## config.mk

```make
export PLATFORM = sky130hd
export DESIGN_NAME = serial_subtractor
export DESIGN_NICKNAME = d
export VERILOG_FILES = /design/src/rtl/serial_subtractor.sv
export SDC_FILE = /design/constraint.sdc
export NUM_CORES = 1
export LEC_CHECK = 0
export CAP_MARGIN = 0
export CORE_ASPECT_RATIO = 1.2
export CORE_MARGIN = 3
export CORE_UTILIZATION = 45
export DETAILED_ROUTE_END_ITERATION = 12
export GPL_TIMING_DRIVEN = 0
export PLACE_DENSITY = 0.73
export SYNTH_ARGS = -nofsm -noshare
export SYNTH_HDL_FRONTEND = slang
export SYNTH_SLANG_ARGS = --single-unit
```

## constraint.sdc

```tcl
create_clock -name clk -period 1.3 [get_ports clk]
set_input_delay 0.39 -clock clk [delete_from_list [all_inputs] [get_ports clk]]
set_output_delay 0.39 -clock clk [all_outputs]
set_load 0.1 [all_outputs]
```

## src/rtl/serial_subtractor.sv

```systemverilog
// Bit-serial subtractor D = A - B - Bin, LSB first, one bit per clock, start/done handshake.
// Define SERIAL_SUB_OVF_EN to add the two's-complement overflow output ovf.
module serial_subtractor #(
  parameter int WIDTH = 8
) (
  input  logic             clk,
  input  logic             rst_n,
  input  logic             start,
  input  logic [WIDTH-1:0] A,
  input  logic [WIDTH-1:0] B,
  input  logic             Bin,
  output logic             ready,
  output logic             busy,
  output logic             done,
  output logic [WIDTH-1:0] D,
  output logic             Bout
`ifdef SERIAL_SUB_OVF_EN
  , output logic           ovf
`endif
);

  localparam int CW = (WIDTH > 1) ? $clog2(WIDTH) : 1;

  typedef enum logic [1:0] {IDLE, RUN, DONE} state_t;

  state_t           state, state_nxt;
  logic [WIDTH-1:0] a_sh, b_sh, r_sh;
  logic             br;
  logic [CW-1:0]    cnt;
  logic             accept, last, d_bit, br_nxt;

  assign d_bit  = a_sh[0] ^ b_sh[0] ^ br;
  assign br_nxt = (~a_sh[0] & b_sh[0]) | (~(a_sh[0] ^ b_sh[0]) & br);
  assign last   = (cnt == CW'(WIDTH - 1));

  always_ff @(posedge clk or negedge rst_n) begin
    if (!rst_n) state <= IDLE;
    else        state <= state_nxt;
  end

  always_comb begin
    state_nxt = state;
    ready     = 1'b0;
    busy      = 1'b0;
    done      = 1'b0;
    accept    = 1'b0;
    case (state)
      IDLE: begin
        ready = 1'b1;
        if (start) begin
          accept    = 1'b1;
          state_nxt = RUN;
        end
      end
      RUN: begin
        busy = 1'b1;
        if (last) state_nxt = DONE;
      end
      DONE: begin
        ready = 1'b1;
        done  = 1'b1;
        if (start) begin
          accept    = 1'b1;
          state_nxt = RUN;
        end else begin
          state_nxt = IDLE;
        end
      end
      default: state_nxt = IDLE;
    endcase
  end

  // On the final edge a_sh[0]/b_sh[0] hold the captured MSBs of A and B.
  always_ff @(posedge clk or negedge rst_n) begin
    if (!rst_n) begin
      a_sh <= '0;
      b_sh <= '0;
      r_sh <= '0;
      br   <= 1'b0;
      cnt  <= '0;
      D    <= '0;
      Bout <= 1'b0;
`ifdef SERIAL_SUB_OVF_EN
      ovf  <= 1'b0;
`endif
    end else if (accept) begin
      a_sh <= A;
      b_sh <= B;
      br   <= Bin;
      cnt  <= '0;
    end else if (state == RUN) begin
      a_sh <= a_sh >> 1;
      b_sh <= b_sh >> 1;
      r_sh <= {d_bit, r_sh[WIDTH-1:1]};
      br   <= br_nxt;
      cnt  <= cnt + 1'b1;
      if (last) begin
        D    <= {d_bit, r_sh[WIDTH-1:1]};
        Bout <= br_nxt;
`ifdef SERIAL_SUB_OVF_EN
        ovf  <= (a_sh[0] ^ b_sh[0]) & (d_bit ^ a_sh[0]);
`endif
      end
    end
  end

endmodule

```

== Yosys cells after proc, flatten, opt, wreduce, memory -nomap -nowiden ==
Cells that the tools add are included.
Storage, ports and cells
  input port bits: 20
  word-level logic and storage cells: 45
  output and inout bits: 12
  register bits: 39
Cells by class
  muxes and demuxes: 17
  $add $sub $neg: 1
  bitwise gates (word level): 8
  reductions and logical operators: 6
  equal/unequal tests: 5
Operators by type and width (number)
  two-way mux 8 bit: 4
  two-way mux 1 bit: 8
  two-way mux 3 bit: 2
  case mux 2 bit (3 select lines): 1
  two-way mux 2 bit: 2
  inequality test 2 bit, second input constant: 2
  AND reduction 2 bit: 2
  adder 3 x 1 -> 3 bit, second input constant: 1
  equality test 3 bit, second input constant: 1
  inverter 1 bit: 3
  AND reduction 3 bit: 1
  AND 1 bit: 2
  equality test 2 x 1 -> 1 bit, second input constant: 1
  equality test 2 bit, second input constant: 1
  logical NOT 2 bit: 1
  nonzero test 2 bit: 1
  OR reduction 2 bit: 1
  XOR 1 bit: 2
  bitwise OR 1 bit: 1

== Longest topological paths before layout ==
  depth in word-level cells: 6
  gate-level depth with buffers: 6
  gate-level depth less buffers: 5

== Least setup slack after synthesis ==
Ideal clock, no wire load.
  path kind: register to output
  start point: register state[0]
  end point: output port done
  arrival: 1887 ps
  path slack: -977 ps
  cell stages (with the launch flop): 3
  path buffers: 1
  required time: 910 ps
  cells stage by stage: dfrtp_1 buf_6 nor2b_1
On the way
  cells in the longest elaborated chain, start to end: 2
RTL lines
  start, declared: line 26  | state_t state, state_nxt;
  start signal, assigned: line 38  | else state <= state_nxt;
  equality test 2 bit: line 47  | case (state)
  two-way mux 1 bit: line 47
  end, declared: line 14  | output logic done,
Every way passes these cells.

== Worst setup path after layout ==
  start point: register state[1]
  end point: output port busy
On the way
  cells in the longest elaborated chain, start to end: 2
RTL lines
  equality test 2 x 1 -> 1 bit: line 47
  two-way mux 1 bit: line 47
  end, declared: line 13  | output logic busy,
Every way passes these cells.

==> summary by stage <==
Logic synthesis
The synthesized flop and latch total is 38. The number of instances in the synthesized netlist is 153. A synthesized cell averages 11.1 sq um. Synthesis produced a netlist with a net count of 176.

The post-synthesis sequential area ratio is 0.560. The synthesized netlist occupies a cell area of 1700 sq um. For this run, the number of Yosys warnings is 0. The distinct cell type count of the synthesized netlist is 24.

Routing
The routed length per placed instance is 15.1 um. The antenna violation net count after detailed routing is 0. The iteration-0 DRC count of the detailed router is 25. For this block, the routed nets add up to 3960 um of wire. After detailed routing, the number of vias per cell comes to 5.03. Before antenna repair, the detailed router went through 4 iterations. The number of remaining DRC errors is 0. The number of vias in the routed layout is 1322.

Critical path
The source of the worst register-to-register timing path is cnt[1]$_DFFE_PN0P_. The top fanout value on the critical path is 3. At the worst endpoint, the required time is 0.91 ns. The kind of start point of the critical path is a flip-flop.

The register-to-register setup slack is -0.17 ns. The data arrival time of the worst path is 1.21 ns. The critical setup path kind is reg2out. The cell depth of the worst flop-to-flop path is 5. The destination of the worst register-to-register timing path is D[3]$_DFFE_PN0P_. The worst setup path is captured at an output port.

Clocking
CTS placed an instance of sky130_fd_sc_hd__clkbuf_8 at the clock tree root. The later pin in the worst-skew pair is clocked with a latency of 0.29 ns. The H-tree was split into 2 levels. The clock passes through at most 2 buffers. The number of buffers added by the clock tree synthesis step is 5. Clock-pin slew was measured on the worst setup and hold paths at 0.07 ns.

The TritonCTS clock tree is done. CTS saw 38 sinks. Buffers inserted to repair hold after CTS numbered 0.

Finish
From synthesis to final layout, the design area changed by 59.1%. The combined flip-flop and latch cell area is 951 sq um. The count of cells in the finished layout, fillers not included, comes to 263. The total area of multi-input combinational cells is 793 sq um.

After the last flow step, the layout net total stands at 235. The layout has 211 filler cells. Of the cells placed in the final design, the portion with a size suffix greater than 1 is 0.399. 0 antenna diodes ended up in the layout.

Power and ir drop
The internal portion of the total power is 0.00441 W. The peak supply drop is 1.20 mV. The share of total power dissipated in combinational logic is 0.607. The share of total power dissipated in the clock network is 0.108.

The standby leakage power is 1.26 nW. The analysis attributes to net switching a power of 0.00343 W. Power spread over the standard cell area amounts to 2900 nW/um^2. Of the total power, the share spent switching nets is 0.437.

The portion of total power attributed to sequential cells is 0.285.

Global routing
Entering global routing, the biggest net connects 39 pins. The via count of the first global-routing pass is 1376. The initial antenna violation count is 0.

The first global-routing pass estimated 6270 um of wire. The global route total overflow is 0. In the global route stage, overall resource usage came out at 0.190.

Floorplanning
32 I/O pins were placed. The die outline height is 73.3 um. The area of the die is 4550 sq um. The horizontal die dimension is 62.1 um. The area of the placeable core is 3480 sq um. The placement row count is 23. The initial utilization of the core area, before any placement, comes to 0.488.

Run status
The flow ran to the end, but the final reports show violations. The checks that failed: negative setup slack.

Timing
Summed over all failing endpoints, the final setup total negative slack is -2.28 ns. Of the available clock period, the critical path in the final layout requires 1.23. Setup violations remaining at the end of the flow were counted as 18. The worst-case clock skew is 0.00159 ns.

In this run the tightest slew margin relative to its limit is 0.448. The minimum clock period is 1.60 ns. Setup repair after global routing could not meet its margin everywhere. The number of hold violations in the final report is 0. Derived from the worst setup path, the maximum achievable clock frequency is 0.625 GHz.

The post-route worst setup slack is -0.301 ns. The total count of max-transition violations in the final report is 0. For the pin with the worst max-slew slack, the measured transition is 0.828 ns.

Flow run
The number of max-cap violations is 0.

Placed design
Once placement completed, the tool counted placed cells totaling 233. The count of port buffers added during placement is 30. At the end of routability-driven placement, the weighted congestion stood at 0.785.

Detailed placement ended at an HPWL of 2360 um.

Worst hold path
The path class of the lowest-slack min-delay path is in2async.
-- sequential cells by signal, summed over array words and instances, names as in the netlist --
name   count
b_sh       8
br         1
D          8
a_sh       8
r_sh       7
state      2
Bout       1
cnt        3
-- cell families (layout without fill, tap and decap cells) --
logic type,Yosys count,count (layout),synth area share
simple gates,59,59,0.167
flops,38,38,0.560
compound gates,25,25,0.0943
buf+inv,15,75,0.0538
mux,13,13,0.0987
fa+ha+maj,3,3,0.0265
-- cell usage after synthesis, drive strengths merged --
master,count,share of area
nand3b,1,0.012
o211a,2,0.012
ha,2,0.015
o22ai,12,0.044
inv,5,0.011
nand2b,2,0.016
a22o,2,0.010
mux2,9,0.075
nand3,1,0.0029
a211oi,1,0.0044
nand2,26,0.057
mux2i,4,0.024
o21ai,5,0.015
nor2b,3,0.013
fa,1,0.012
a21oi,3,0.0088
dfrtp,38,0.56
buf,10,0.043
nor3,12,0.035
nor2,14,0.031
-- power groups by stage --
stage	logic, W	registers [W]	clock network [W]
after floorplan	0.00182	0.00295	0
after detailed placement	0.00345	0.00211	0
after global placement	0.00337	0.00208	0
after global routing	0.00508	0.00231	0.000907
after CTS	0.00396	0.00213	0.000865
final	0.00476	0.00223	0.000850
-- per-stage QoR --
step           cell area [sq um]   util  hold slack (ns)  setup slack, ns  power (W)
3_5_place_dp                2100  0.604            0.486            -1.11    0.00557
2_1_floorplan               1740      -           0.0944           -0.138    0.00476
5_1_grt                     2700  0.777            0.253           -0.343    0.00829
3_3_place_gp                2110  0.605            0.461            -1.11    0.00544
6_report                    2700  0.777            0.195           -0.301    0.00784
4_1_cts                     2430  0.697            0.219           -0.347    0.00695
-- per-layer routing --
metal | global-route usage | wire length (um)
met5 | 0 | 0
met4 | 0.0802 | 110
met3 | 0.0545 | 156
met2 | 0.316 | 2100
met1 | 0.224 | 1590
-- worst max-delay path by stage --
stage                               startpoint   end  slack (ns)  cells past startpoint
after global placement    state[1]$_DFFE_PN0P_  busy       -1.11                      5
after floorplan           state[0]$_DFFE_PN0P_  done       -0.14                      2
after global routing      state[1]$_DFFE_PN0P_  busy       -0.34                      4
after detailed placement  state[1]$_DFFE_PN0P_  busy       -1.11                      5
final                     state[1]$_DFFE_PN0P_  busy       -0.30                      4
after CTS                 state[1]$_DFFE_PN0P_  busy       -0.35                      5
-- cells in the final DEF (no fill, tap or decap), types with 6 or more instances in the layout --
master                             n
sky130_fd_sc_hd__buf_12           14
sky130_fd_sc_hd__buf_4            19
sky130_fd_sc_hd__clkbuf_8          6
sky130_fd_sc_hd__clkdlybuf4s50_1  17
sky130_fd_sc_hd__dfrtp_1          38
sky130_fd_sc_hd__mux2_4            9
sky130_fd_sc_hd__nand2_1          26
sky130_fd_sc_hd__nor2_1           14
sky130_fd_sc_hd__nor3_1            7
sky130_fd_sc_hd__o22ai_1           6
-- critical path, cell delays in order (launching register included) --
cell,delay [ns]
sky130_fd_sc_hd__dfrtp_1,0.42
sky130_fd_sc_hd__nand2b_4,0.18
sky130_fd_sc_hd__inv_4,0.07
sky130_fd_sc_hd__buf_12,0.10
sky130_fd_sc_hd__buf_12,0.16
-- layout make-up --
| class | instances | area share |
|---|---|---|
| clock buffer | 6 | 0.0305 |
| multi-input combinational | 100 | 0.293 |
| sequential | 38 | 0.352 |
| tap | 50 | 0.0231 |
| timing repair buffer | 54 | 0.246 |
| buffer | 8 | 0.0412 |
| clock inverter | 2 | 0.00463 |
| inverter | 5 | 0.00925 |
-- timing repair --
action                     4_1_cts  5_1_grt
resized for setup              107       43
setup buffers                   13       10
pin swaps                        2        6
hold endpoints to repair         0        0
setup endpoints to repair       23       43
gates cloned                     1        2
Note: power is estimated with default switching activity, not from simulation.
